### config.mk
export PLATFORM = sky130hd
export DESIGN_NAME = mc_write_responder
export DESIGN_NICKNAME = d
export VERILOG_FILES = /design/src/rtl/tswitch_pkg.sv /design/src/rtl/mc_write_responder.sv
export SDC_FILE = /design/constraint.sdc
export NUM_CORES = 1
export LEC_CHECK = 0
export BUFFER_PORTS_ARGS = -buffer_cell sky130_fd_sc_hd__buf_4
export CAP_MARGIN = 20
export CORE_ASPECT_RATIO = 1.4
export CORE_UTILIZATION = 50
export CTS_CLUSTER_SIZE = 28
export DETAILED_ROUTE_END_ITERATION = 12
export PLACE_DENSITY = 0.71
export SYNTH_ARGS = -nofsm -noshare
export SYNTH_HDL_FRONTEND = slang
export SYNTH_SLANG_ARGS = --single-unit
export TNS_END_PERCENT = 100
### constraint.sdc
create_clock -name clk -period 4.51 [get_ports clk]
set_clock_uncertainty 0.2 [all_clocks]
set_input_delay 0.2255 -clock clk [delete_from_list [all_inputs] [get_ports clk]]
set_output_delay 0.2255 -clock clk [all_outputs]
set_load 0.01 [all_outputs]
### src/rtl/tswitch_pkg.sv
// Shared switch-wide widths.
// Consumed by the per-port multicast write responder.
package tswitch_pkg;
  parameter int ADDR_WIDTH = 32;
  parameter int DATA_WIDTH = 32;
endpackage

### src/rtl/mc_write_responder.sv
// Per-port multicast write responder: buffers writes, issues them in
// order to node memory, pulses wr_done once per completed write.
// Ports: wr_* request in (valid/ready), mem_req_* out, mem_rsp_* in,
// wr_done pulse, err_count, protocol_err, pending/busy status.
module mc_write_responder #(
  parameter int ADDR_WIDTH      = tswitch_pkg::ADDR_WIDTH,
  parameter int DATA_WIDTH      = tswitch_pkg::DATA_WIDTH,
  parameter int FIFO_DEPTH      = 4,
  parameter int MAX_OUTSTANDING = 4,
  localparam int PEND_W =
    $clog2(FIFO_DEPTH + MAX_OUTSTANDING + 1)
) (
  input  logic                  clk,
  input  logic                  rst_n,
  input  logic                  wr_valid,
  input  logic [ADDR_WIDTH-1:0] wr_addr,
  input  logic [DATA_WIDTH-1:0] wr_data,
  output logic                  wr_ready,
  output logic                  wr_done,
  output logic                  mem_req_valid,
  output logic [ADDR_WIDTH-1:0] mem_req_addr,
  output logic [DATA_WIDTH-1:0] mem_req_data,
  input  logic                  mem_req_ready,
  input  logic                  mem_rsp_valid,
  input  logic                  mem_rsp_error,
  output logic [7:0]            err_count,
  output logic                  protocol_err,
  output logic [PEND_W-1:0]     pending,
  output logic                  busy
);

  localparam int AW    = $clog2(FIFO_DEPTH);
  localparam int PTR_W = AW + 1;
  localparam int OW    = $clog2(MAX_OUTSTANDING + 1);

  logic [ADDR_WIDTH-1:0] addr_q [FIFO_DEPTH];
  logic [DATA_WIDTH-1:0] data_q [FIFO_DEPTH];

  logic [PTR_W-1:0] wptr;
  logic [PTR_W-1:0] rptr;
  logic [PTR_W-1:0] fifo_cnt;
  logic [OW-1:0]    outstanding;

  logic empty;
  logic full;
  logic push;
  logic pop;
  logic rsp_ok;
  logic rsp_bad;

  // Extra pointer bit distinguishes full from empty
  // when the index bits are equal.
  assign empty = (wptr == rptr);
  assign full  = (wptr[AW] != rptr[AW]) &&
                 (wptr[AW-1:0] == rptr[AW-1:0]);

  assign fifo_cnt = wptr - rptr;

  assign wr_ready = !full;
  assign push     = wr_valid && wr_ready;

  assign mem_req_valid = !empty &&
    (outstanding < OW'(MAX_OUTSTANDING));
  assign pop = mem_req_valid && mem_req_ready;

  // Head is only driven while a request is offered,
  // so idle outputs read as zero.
  assign mem_req_addr = mem_req_valid ?
    addr_q[rptr[AW-1:0]] : '0;
  assign mem_req_data = mem_req_valid ?
    data_q[rptr[AW-1:0]] : '0;

  // A response in the issue cycle pairs with that
  // issue, so it is legal even at zero outstanding.
  assign rsp_ok  = mem_rsp_valid &&
    ((outstanding != '0) || pop);
  assign rsp_bad = mem_rsp_valid && !rsp_ok;

  assign pending = PEND_W'(fifo_cnt) +
                   PEND_W'(outstanding);
  assign busy    = (pending != '0);

  always_ff @(posedge clk) begin
    if (push) begin
      addr_q[wptr[AW-1:0]] <= wr_addr;
      data_q[wptr[AW-1:0]] <= wr_data;
    end
  end

  always_ff @(posedge clk) begin
    if (!rst_n) begin
      wptr         <= '0;
      rptr         <= '0;
      outstanding  <= '0;
      wr_done      <= 1'b0;
      err_count    <= 8'd0;
      protocol_err <= 1'b0;
    end else begin
      if (push) begin
        wptr <= wptr + PTR_W'(1);
      end
      if (pop) begin
        rptr <= rptr + PTR_W'(1);
      end
      if (pop && !rsp_ok) begin
        outstanding <= outstanding + OW'(1);
      end else if (!pop && rsp_ok) begin
        outstanding <= outstanding - OW'(1);
      end
      wr_done <= rsp_ok;
      if (rsp_ok && mem_rsp_error &&
          (err_count != 8'hFF)) begin
        err_count <= err_count + 8'd1;
      end
      if (rsp_bad) begin
        protocol_err <= 1'b1;
      end
    end
  end

endmodule

* Yosys cells after proc, flatten, opt, wreduce, memory -nomap -nowiden
Memories as Yosys holds them, arrays and structs flattened. A register that Yosys moved wholly into a read port is not among the register bits. Cells that the tools add are included.
Word-level totals: bits in registers 19, RAM bits 256, input bits 70, output and inout bits 81, word-level logic and storage cells 48, memories 2
Memory list:
- addr_q | depth 4, width 32, read ports 1, clocked after memory_dff 1, wr ports 1, RTL line mc_write_responder.sv:36 | logic [ADDR_WIDTH-1:0] addr_q [FIFO_DEPTH];
- data_q | depth 4, width 32, read ports 1, clocked after memory_dff 1, wr ports 1, RTL line mc_write_responder.sv:37 | logic [DATA_WIDTH-1:0] data_q [FIFO_DEPTH];
Cells by class: add/subtract/negate cells 7, $lt $le $gt $ge 1, equal/unequal tests 4, muxes and demuxes 10, reduce and logical (&&, ||, !) cells 18
Operators with widths (count):
- two-way mux 32 bit | 2
- logical AND 1 bit | 10
- adder 3 x 1 -> 3 bit (second input constant) | 3
- adder 8 x 1 -> 8 bit (second input constant) | 1
- two-way mux 2 bit | 4
- != test 8 bit (second input constant) | 1
- two-way mux 3 bit | 2
- adder 3 x 3 -> 4 bit | 1
- logical NOT 1 bit | 4
- nonzero test 4 bit | 1
- equality test 3 bit | 1
- < comparator 3 bit (second input constant) | 1
- nonzero test 3 bit | 1
- subtractor 3 x 1 -> 3 bit (second input constant) | 1
- subtractor 3 bit | 1
- equality test 2 bit | 1
- two-way mux 1 bit | 2
- nonzero test 2 bit | 1
- logical OR 1 bit | 1
- != test 1 bit | 1

* Logic depth before layout (Yosys ltp)
Gate-level depths: netlist (run 1).
depth in word-level cells 9, depth in mapped cells 10, depth with buffers taken out 9

* Worst setup path after synthesis (run 1)
No wires, ideal clock.
path type flip-flop to flip-flop, start register wptr[0], end memory addr_q[3][0] (enable), setup time 0.430 ns, arrival 2.840 ns, required time 3.880 ns, slack 1.040 ns, cell stages (with the launch flop) 6, buffers on the path 0, clock period less this slack 3.470 ns, cell sequence dfxtp_1 -> inv_1 -> ha_1 -> and2_1 -> a21boi_1 -> and2_1
On the way: longest elaborated chain between the ends 6
Ends and longest elaborated chain:
- from (decl) | RTL line mc_write_responder.sv:39 | logic [PTR_W-1:0] wptr;
- from (signal assigned) | RTL line mc_write_responder.sv:100 | wptr <= wptr + PTR_W'(1);
- equality test 2 bit | RTL line mc_write_responder.sv:55 | (wptr[AW-1:0] == rptr[AW-1:0]);
- logical AND 1 bit | RTL line mc_write_responder.sv:54 | assign full = (wptr[AW] != rptr[AW]) &&
- logical NOT 1 bit | RTL line mc_write_responder.sv:59 | assign wr_ready = !full;
- logical AND 1 bit | RTL line mc_write_responder.sv:60 | assign push = wr_valid && wr_ready;
- two-way mux 1 bit | RTL line mc_write_responder.sv:84 | if (push) begin
- two-way mux 1 bit (implied by the code) | RTL line mc_write_responder.sv:85 | addr_q[wptr[AW-1:0]] <= wr_addr;
- to (decl) | RTL line mc_write_responder.sv:36
Several ways; a longest one is shown, not always the timed one.

* Final worst setup path (run 1)
start register wptr[0], end output port busy
On the way: longest elaborated chain between the ends 3
Ends and longest elaborated chain:
- subtractor 3 bit | RTL line mc_write_responder.sv:57 | assign fifo_cnt = wptr - rptr;
- adder 3 x 3 -> 4 bit | RTL line mc_write_responder.sv:79 | assign pending = PEND_W'(fifo_cnt) +
- nonzero test 4 bit | RTL line mc_write_responder.sv:81 | assign busy = (pending != '0);
- to (decl) | RTL line mc_write_responder.sv:29 | output logic busy
No other way between the ends.

==> results.md, run 1 <==
- Max H-tree Level: 1
- Top FF cell, synth: edfxtp_1
- Share of cells above drive strength 1: 0.343
- Min Clock Period, post-route: 3460 ps
- Dpl hpwl: 11800 um
- Final Cycle Share: 0.768
- Sequential cell area: 8120 um^2
- Fin Setup TNS: 0 ps
- Net count after synthesis: 621
- Clock transition at path regs: 70 ps
- Register area share after synthesis: 0.750
- Avg Inst Size Synth: 20.1 um^2
- Drt pass-1 iters: 4
- DR WL/cell: 19.5 um
- Placed Cells: 927
- Worst Path Required: 4080 ps
- Worst Setup EP: busy
- Crit Reg-Reg Startpoint: wptr[0]
- NumNets Final: 844
- Worst-Margin Slew: 1010 ps
- Critical path fanouts, max: 4
- Setup repair after global routing missed its margin: no
- Total track usage: 0.188
- Root Buffer: clkbuf_16
- Startpoint Class: flip-flop
- Leak pwr: 4.76 nW
- Post-synth EDFFs: 256
- Worst VDD drop: 0.494 mV
- Pre-CTS setup slack: 1500 ps
- Synth Register Bits: 277
- GPL Wtd Cong: 0.712
- Synth Area in Compound Gates: 0.0172
- 1st-iter DRT viols: 343
- Synth cell types: 41
- Pin count of the biggest net entering global routing: 66
- Slew HR: 0.329
- Rows: 63
- Post-Layout Cell Count: 1039
- Mux cell area share after synthesis: 0.136
- DRC: 0
- Die area: 22200 um^2
- Tot Pwr: 7.05 mW
- P&R area growth vs syn: 26.3%
- Global route overflow: 0
- TritonCTS Buffers: 24
- Setup slack, reg-to-reg: 1520 ps
- Leading area contributor after synthesis: edfxtp_1
- Initial Utilization: 0.510
- Worst r2r path cells: 5
- Postcts setup bufs: 0
- Via count: 5583
- Area of the mapped netlist: 10800 um^2
- Drt total wl: 20300 um
- Dpl cell area: 12200 um^2
- Routed vias/inst: 5.37
- Synth top area cells: edfxtp_1 71%, mux4_2 13%, dfxtp_1 3.9%, nor2b_1 3.7%, ha_1 1.3%
- Initial antenna violation count: 1
- CP Class: flip-flop to output port
- Core area: 21200 um^2
- Status: finished clean
- Height of the die: 176 um
- Crit path DAT: 3040 ps
- Endpoints failing hold: 0
- Maxcap violations: 0
- DRT antenna net count: 0
- Worst hold path type: input port to flip-flop
- Post-layout util: 0.644
- Instance count of the mapped netlist: 537
- Setup Viol. Count Final: 0
- Post-Synth XOR/XNOR Area: 0.00799
- Hold Slack: 48.1 ps
- Pins Over Slew Limit: 0
- CTS tree: yes
- Multi-input logic area: 2590 um^2
- Die width: 126 um
- Vias in the first global route: 6093
- Adder-cell share of the synthesized area: 0.0183
- CTS max path bufs: 3
- Fmax: 289 MHz
- Yosys warns: 0
- # clock sinks: 277
- Final WS setup: 1050 ps
- Ports: 151
- Synth Area in Simple Gates: 0.0580
- Post-synth top area share: 0.711
- Fillers: 1452
- Setup crit end kind: output port
- Reg2reg end: addr_q[2][7]
- Fraction of registers with async set/reset: 0
- Global-route wire length before repair: 31900 um
- Clock Latency Late Sink: 500 ps
- Largest family of logic cells by synthesized area: multiplexers
- I/O Buffers: 150
- Crit path from: wptr[0]
- Pwr per Cell Area: 516 nW/um^2
- Hold Crit Start: wr_valid
- Post-route cell area: 13700 um^2
## cells in the mapped netlist, types with 2 or more instances
cell type  count
xnor2_1        6
or4_1          2
mux2i_1        3
nand2b_1       2
fa_1           3
a21o_1         2
ha_1          11
a21oi_1        7
nand2_1       13
buf_2          6
inv_1          8
mux4_2        64
nor3_1         3
and2_1         5
xor2_1         2
clkbuf_1      16
edfxtp_1     256
o21ai_0        5
dfxtp_1       21
nand4_1        2
nor2b_1       64
nor2_1        15
nand3_1        3
## what timing repair did
action | 4_1_cts | 5_1_grt
hold buffers | 67 | 0
hold endpoints to repair | 265 | 0
resized for setup | 0 | 0
## worst min path at each step
stage	slack [ps]	to	depth (start not counted)
2_1_floorplan	120	addr_q[0][0]	0
3_3_place_gp	230	data_q[2][18]	1
3_5_place_dp	230	data_q[2][14]	1
4_1_cts	30	wptr[0]	4
5_1_grt	70	wptr[0]	4
6_report	50	wptr[0]	4
## kinds of logic (layout without fill, tap and decap cells)
logic type | after synthesis | after routing
adders and majority gates | 14 | 14
muxes | 67 | 67
AOI/OAI and AO/OA | 26 | 26
other | 0 | 1
DFF | 277 | 277
buffers and inverters | 32 | 273
xor gates and xnor gates | 9 | 9
and+or+nand+nor | 112 | 112
## flip-flops by register name (all words and copies together) (netlist names), named ones only
name / flops
wptr: 3
wr_done: 1
outstanding: 3
err_count: 8
addr_q: 128
data_q: 128
protocol_err: 1
rptr: 3
## layout by cell type (no fill, tap or decap), drive strengths merged, types with 6 or more instances in the layout
cell and n:
nor2b 64, edfxtp 256, nor2 15, ha 11, dfxtp 21, a21oi 7, dlygate4sd3 67, mux4 64
xnor2 6, buf 153, clkinv 11, inv 8, clkbuf 32, nand2 13
## power breakdown
group          switching (mW)  internal (mW)  total, mW
Sequential              0.182           2.96       3.15
Clock                   0.854           1.12       1.98
Combinational           0.889           1.04       1.93
Total                    1.93           5.12       7.05
## cell type report
class	instances	area share
diodes	1	0.000183
clock buffers	32	0.0499
clock inverters	12	0.00641
inverters	9	0.00247
multi-input cells	228	0.190
flip-flops and latches	277	0.594
well taps	260	0.0238
repair buffers	220	0.133
## routing by layer
layer | vias to the layer above | part of all wire | track usage
li1 | 2574 | - | -
met1 | 2830 | 0.38 | 0.219
met2 | 147 | 0.55 | 0.349
met3 | 32 | 0.045 | 0.0312
met4 | 0 | 0.025 | 0.0668
met5 | - | 0 | 0
## worst max-delay path, stage by stage (launching register included)
cell,delay (ps)
dfxtp_1,400
inv_1,110
ha_1,210
inv_1,70
fa_1,460
fa_1,420
xor2_1,190
or4_1,500
buf_4,170
No activity file was read; power rests on OpenSTA's default activity.
==> run 2: changes to the inputs <==
PLACE_DENSITY = 0.74   (was 0.71)
clock period = 2.83 ns   (was 4.51 ns; I/O delays follow)
==> run 2 against run 1 <==
  * The flow now finishes with violations (setup timing)
  * Highest routed layer unchanged
  * First-iteration DRC count grew 5.2%
  * Via count grew 4.9%
  * Register-to-register slack lost 1300 ps
==> results.md, run 2 (synthesis gave the netlist of run 1 again) <==
- Status: finished with violations
- Startpoint Class: flip-flop
- Drt pass-1 iters: 4 (unchanged)
- Initial antenna violation count: 2 (+1)
- Routed vias/inst: 5.50 (+2.4%)
- Cell Int Power: 8.69 mW (+70%)
- Crit path DAT: 2840 ps (-200 ps)
- Worst Path Required: 2490 ps (-1590 ps)
- Global-route wire length before repair: 33900 um (+6.2%)
- Pwr per Cell Area: 845 nW/um^2 (+64%)
- Dpl hpwl: 13100 um (+11%)
- Clock Latency Late Sink: 520 ps (+20 ps)
- Placed Cells: 941 (+1.5%)
- Die area: 22200 um^2 (unchanged)
- CP Cell Sequence: inv_2 > ha_4 > inv_2 > fa_2 > buf_6 > fa_2 > or4_4 > buf_6
- Total track usage: 0.200 (+0.0124)
- NumNets Final: 866 (+2.6%)
- Drt total wl: 21600 um (+6.7%)
- CP max-delay cell: fa_2
- Critical path fanouts, max: 2 (-2)
- Sequential power share: 0.411 (-0.035)
- Worst Hold Depth: 5 (+1)
- Fin Setup TNS: -348 ps (-348 ps)
- TritonCTS Buffers: 26 (+8.3%)
- Global route overflow: 0 (unchanged)
- Clock transition at path regs: 60 ps (about the same)
- Final WS setup: -348 ps (-1400 ps)
- Ports: 151 (unchanged)
- Min Clock Period, post-route: 3180 ps
- 1st-iter DRT viols: 361 (+5.2%)
- GPL Wtd Cong: 0.804 (+13%)
- Routed wl met3: 1150 um (+27%)
- Metal-1 WL: 8120 um (+4.4%)
- Worst-Margin Slew: 574 ps (-432 ps)
- Max incr delay on CP: 570 ps (+70 ps)
- Share of cells above drive strength 1: 0.372 (+0.0284)
- Root Buffer: clkbuf_16
- Dpl cell area: 12500 um^2 (+2.0%)
- Setup slack, reg-to-reg: 180 ps (-1340 ps)
- Worst Setup EP: busy
- Failing checks: setup timing
- Leak pwr: 4.95 nW (+3.9%)
- Endpoints failing hold: 0 (unchanged)
- Commonest cells after routing, fill and taps aside: 256 x edfxtp_1, 158 x buf_4, 67 x dlygate4sd3_1, 64 x mux4_2, 64 x nor2b_1
- CP Class: flip-flop to output port
- Worst r2r path cells: 8 (+3)
- Via count: 5854 (+4.9%)
- Clock power frac: 0.296 (+0.016)
- Pre-CTS setup slack: 137 ps (-1370 ps)
- Final Cycle Share: 1.12
- Pins Over Slew Limit: 0 (unchanged)
- DRT antenna net count: 0 (unchanged)
- CTS tree: yes
- Maxcap violations: 0 (unchanged)
- Pin count of the biggest net entering global routing: 66 (unchanged)
- Slew HR: 0.617 (+0.288)
- I/O Buffers: 150 (unchanged)
- Fmax: 315 MHz
- DRC: 0 (unchanged)
- Reg2reg end: outstanding[2]
- Vias in the first global route: 6357 (+4.3%)
- Setup repair after global routing missed its margin: yes
- Wire length on met2: 11900 um (+7.9%)
- Fillers: 1349 (-7.1%)
- Core area: 21200 um^2 (unchanged)
- Crit Reg-Reg Startpoint: wptr[1]
- Rows: 63 (unchanged)
- P&R area growth vs syn: 30.6%
- Worst hold path type: input port to flip-flop
- DR top layer: met4
- Height of the die: 176 um (unchanged)
- Worst VDD drop: 0.786 mV (+59%)
- Sw Ratio: 0.272 (-0.00166)
- Crit path from: wptr[0]
- Die width: 126 um (unchanged)
- Psw: 3.24 mW (+68%)
- Initial Utilization: 0.510 (unchanged)
- Post-Layout Cell Count: 1064 (+2.4%)
- Leading cell type in the layout, fill and taps excluded: edfxtp_1
- Logic pwr share: 0.293 (+0.020)
- DR WL/cell: 20.3 um (+4.2%)
- Setup crit end kind: output port
- # clock sinks: 277 (unchanged)
- Post-route cell area: 14100 um^2 (+3.4%)
- Max H-tree Level: 1 (unchanged)
- CTS max path bufs: 3 (unchanged)
- Setup Viol. Count Final: 1 (+1)
run 2: cell types whose count changed in the layout (fill, tap and decap cells not counted), sizes merged:
cell,before,now
clkinvlp,1,2
clkinv,11,7
buf,153,173
bufinv,1,3
diode,1,2
clkbuf,32,37
run 2: critical path: cells and delay by family (launching register included):
family,cells,cell delay (ps)
adder cells (fa/ha/maj),3,1120
flip-flops,1,320
buffers and inverters,4,340
AND/OR/NAND/NOR,1,520
run 2: metal layers:
layer	track usage	vias up
met1	0.235	3009
met4	0.0633	0
met5	0	-
met2	0.374	188
li1	-	2616
met3	0.0336	41
run 2: worst min-delay path by stage:
stage | from | to | slack, ps
final | mem_rsp_error | err_count[1] | 30
after CTS | mem_rsp_error | err_count[1] | 6
after detailed placement | wr_data[25] | data_q[1][25] | 150
after global placement | wr_data[9] | data_q[1][9] | 140
after floorplan | wr_addr[0] | addr_q[0][0] | 40
after global routing | mem_rsp_error | err_count[1] | 30
run 2: what timing repair did:
action,in CTS,in global routing
hold buffers,67,0
setup endpoints to repair,1,3
resized for setup,15,1
endpoints found under the hold margin,277,0
buffers inserted,4,3
pin swaps,7,5
run 2: layout make-up:
class / instances / area (um^2) / share of cell area
diodes: 2 / 5.00 / 0.000354
clock buffers: 37 / 743 / 0.0526
clock inverters: 11 / 143 / 0.0101
inverters: 9 / 33.8 / 0.00239
multi-input cells: 228 / 2630 / 0.186
flip-flops and latches: 277 / 8120 / 0.575
well taps: 260 / 325 / 0.0230
repair buffers: 240 / 2120 / 0.150
run 2: power by group through the flow:
stage | Clock, mW | Sequential (mW) | Combinational [mW]
after floorplan | 0 | 4.88 | 1.92
after global placement | 0 | 4.97 | 3.24
after detailed placement | 0 | 4.99 | 3.29
after CTS | 3.58 | 4.91 | 3.52
after global routing | 3.73 | 4.94 | 3.76
final | 3.53 | 4.90 | 3.49
run 2: through the flow:
stage                     total power, mW  hold WS [ps]  utilization
after floorplan                      6.79          40.4            -
after global placement               8.21           141        0.587
after detailed placement             8.28           146        0.587
after CTS                            12.0          5.61        0.665
after global routing                 12.4          32.8        0.666
final                                11.9          27.8        0.666
==> run 3: changes to the inputs <==
ABC_AREA = 1   (was unset)
CAP_MARGIN = unset   (was 20)
==> run 3 against run 2 <==
  * The flow now finishes without violations
  * Synthesized cell count is 73% higher
  * Critical path depth is the same
  * Synthesized area increased by 3.4%
  * Utilization fell by 1.3 points
  * Wire length increased by 13%
  * Clock-buffer cell count decreased by 6
  * Cell count rose by 37%
  * Sequential power hardly changed
  * Non-clock buffer count grew 3
  * Global-route usage up 1.3 points
  * Critical path type unchanged
  * Largest power group unchanged
==> results.md, run 3 <==
- Final Cycle Share: 0.982 (-0.141)
- Global route overflow: 0 (unchanged)
- Post-synth top area share: 0.688 (-0.0232)
- Metal-1 WL: 9440 um (+16%)
- Drt pass-1 iters: 6 (+2)
- Crit path DAT: 2440 ps (-400 ps)
- Synth Register Bits: 277 (unchanged)
- P&R area growth vs syn: 27.6%
- Pin count of the biggest net entering global routing: 89 (+35%)
- DRC: 0 (unchanged)
- Global-route wire length before repair: 37600 um (+11%)
- Dpl hpwl: 13700 um (+4.6%)
- Total track usage: 0.213 (+0.0130)
- Synth top area cells: edfxtp_1 69%, nor2_1 9.2%, o21ai_0 5.9%, dfxtp_1 3.8%, a21oi_1 3.4%
- Pwr per Cell Area: 918 nW/um^2 (+8.7%)
- Die width: 128 um (+1.6%)
- Top FF cell, synth: edfxtp_1
- CP Class: flip-flop to output port
- Critical path fanouts, max: 2 (unchanged)
- Worst VDD drop: 0.791 mV (+0.71%)
- Max H-tree Level: 1 (unchanged)
- Largest family of logic cells by synthesized area: simple AND/OR/NAND/NOR gates
- Synth Area in Simple Gates: 0.123 (+0.0647)
- Clock Latency Late Sink: 510 ps (about the same)
- Initial antenna violation count: 0 (-2)
- GPL Wtd Cong: 0.763 (-5.1%)
- Worst r2r path cells: 11 (+3)
- Min Clock Period, post-route: 2780 ps (-399 ps)
- Worst-Margin Slew: 483 ps (-91.3 ps)
- Setup crit end kind: output port
- Crit Reg-Reg Startpoint: rptr[1]
- DR WL/cell: 16.7 um (-18%)
- Setup repair after global routing missed its margin: yes
- TritonCTS Buffers: 25 (-3.8%)
- Synth Area in Compound Gates: 0.0978 (+0.0806)
- DRT antenna net count: 0 (unchanged)
- Pins Over Slew Limit: 0 (unchanged)
- Clock transition at path regs: 60 ps (about the same)
- Worst hold path type: input port to flip-flop
- Worst path top cell family by delay: adder cells
- Post-Synth XOR/XNOR Area: 0.00470 (-0.00328)
- CP Cell Sequence: inv_2 > ha_4 > inv_2 > fa_2 > fa_2 > nor3_2 > nand2_1 > buf_6
- Worst Hold Depth: 2 (-3)
- Drt total wl: 24400 um (+13%)
- Worst Path Required: 2490 ps (about the same)
- CTS max path bufs: 3 (unchanged)
- Max incr delay on CP: 560 ps (about the same)
- Post-layout util: 0.653 (-0.0134)
- Avg Inst Size Synth: 12.1 um^2 (-40%)
- Net count after synthesis: 1011 (+63%)
- # diodes: 0 (-2)
- Endpoints failing hold: 0 (unchanged)
- Instance count of the mapped netlist: 927 (+73%)
- Setup Viol. Count Final: 0 (-1)
- Hold Crit Start: wr_addr[16]
- Synth cell count leaders: 274 x nor2_1, 256 x edfxtp_1, 132 x o21ai_0
- # clock sinks: 277 (unchanged)
- NumNets Final: 1231 (+42%)
- Routed vias/inst: 5.26 (-4.4%)
- Adder-cell share of the synthesized area: 0.0177 (-0.000598)
- Via count: 7690 (+31%)
- Tot Pwr: 13.1 mW (+9.8%)
- Register area share after synthesis: 0.725 (-0.0245)
- Placed Cells: 1342 (+43%)
- Endpoint with the worst hold slack: addr_q[1][16]
- DR top layer: met4
- Root Buffer: clkbuf_16
- Leak pwr: 5.29 nW (+6.9%)
- Count leader, synth: nor2_1
- CTS tree: yes
- Post-synth EDFFs: 256 (unchanged)
- Routed wl met3: 1380 um (+20%)
- Mux cell area share after synthesis: 0 (-0.136)
- Post-Layout Cell Count: 1462 (+37%)
- Startpoint Class: flip-flop
- Initial Utilization: 0.511 (+0.00139)
- Leading area contributor after synthesis: edfxtp_1
- Commonest cells after routing, fill and taps aside: 271 x nor2_1, 256 x edfxtp_1, 164 x buf_4, 131 x o21ai_0, 76 x a21oi_1
- Ports: 151 (unchanged)
- CP bufs+invs: 3 (-1)
- I/O Buffers: 150 (unchanged)
- Leading cell type in the layout, fill and taps excluded: nor2_1
- 1st-iter DRT viols: 463 (+28%)
- Vias in the first global route: 7550 (+19%)
- Area of the mapped netlist: 11200 um^2 (+3.4%)
- Status: finished clean
- Fraction of registers with async set/reset: 0 (unchanged)
- Slew HR: 0.678 (+0.0609)
- CP max-delay cell: fa_2
- Synth cell types: 31 (-24%)
- Hold Slack: 178 ps (+150 ps)
- Reg2reg end: rptr[2]
- Yosys warns: 0 (unchanged)
- Core area: 21900 um^2 (+3.1%)
- Setup slack, reg-to-reg: 90 ps (-90 ps)
- Maxcap violations: 0 (unchanged)
- Wire length on met2: 13000 um (+8.8%)
- Fmax: 360 MHz (+14%)
- Height of the die: 179 um (+1.7%)
- Share of cells above drive strength 1: 0.203 (-0.168)
- Die area: 23000 um^2 (+3.3%)
- Rows: 64 (+1.6%)
run 3: worst max-delay path by stage:
stage	startpoint	to	cells after the start
global route	rptr[1]	rptr[2]	11
finish	wptr[0]	busy	8
detailed placement	wptr[0]	busy	9
floorplan	wptr[0]	addr_q[0][0]	7
global placement	wptr[0]	busy	9
CTS	wptr[0]	busy	8
run 3: power breakdown:
part | internal, mW | leakage [nW] | switching [mW]
logic | 2.00 | 2.38 | 2.91
registers | 4.75 | 2.52 | 0.166
clock network | 1.90 | 0.382 | 1.38
total | 8.64 | 5.29 | 4.46
run 3: cell type report:
type                    count  area, um^2
flip-flops and latches    277        8120
fillers                  1562        7590
multi-input cells         568        2770
repair buffers            243        2090
clock buffers              31         648
well taps                 297         372
clock inverters            14         148
inverters                  32         121
run 3: repair_timing:
action / 4_1_cts / 5_1_grt
buffers inserted: 2 / 2
hold endpoints to repair: 277 / 0
pin swaps: 4 / 3
hold buffers: 71 / 0
gates resized for setup: 11 / 3
setup endpoints to repair: 3 / 6
run 3: routing by layer:
metal  track usage  up-vias
li1              -     3682
met1         0.253     3738
met2         0.386      226
met3        0.0352       44
met4        0.0838        0
met5             0        -
run 3: per-stage QoR:
| step | TNS [ps] | instance area, um^2 | worst slack [ps] |
|---|---|---|---|
| floorplan | -102030 | 11200 | -531 |
| global placement | 0 | 12700 | 387 |
| detailed placement | 0 | 12700 | 346 |
| CTS | 0 | 14200 | 7.97 |
| global route | -151 | 14300 | -56.2 |
| finish | 0 | 14300 | 50.5 |
run 3: worst reg2reg max path, delay by kind of cell (launching register included):
family	cells	cell delay, ps
AOI/OAI and AO/OA	1	140
adders and majority gates	1	280
buffers and inverters	4	1290
DFF	1	350
and+or+nand+nor	5	440
run 3: cells by family after synthesis:
kind of cell / after synthesis
compound gates: 215
xor+xnor: 6
fa+ha+maj: 14
buf+inv: 82
flops: 277
simple gates: 333
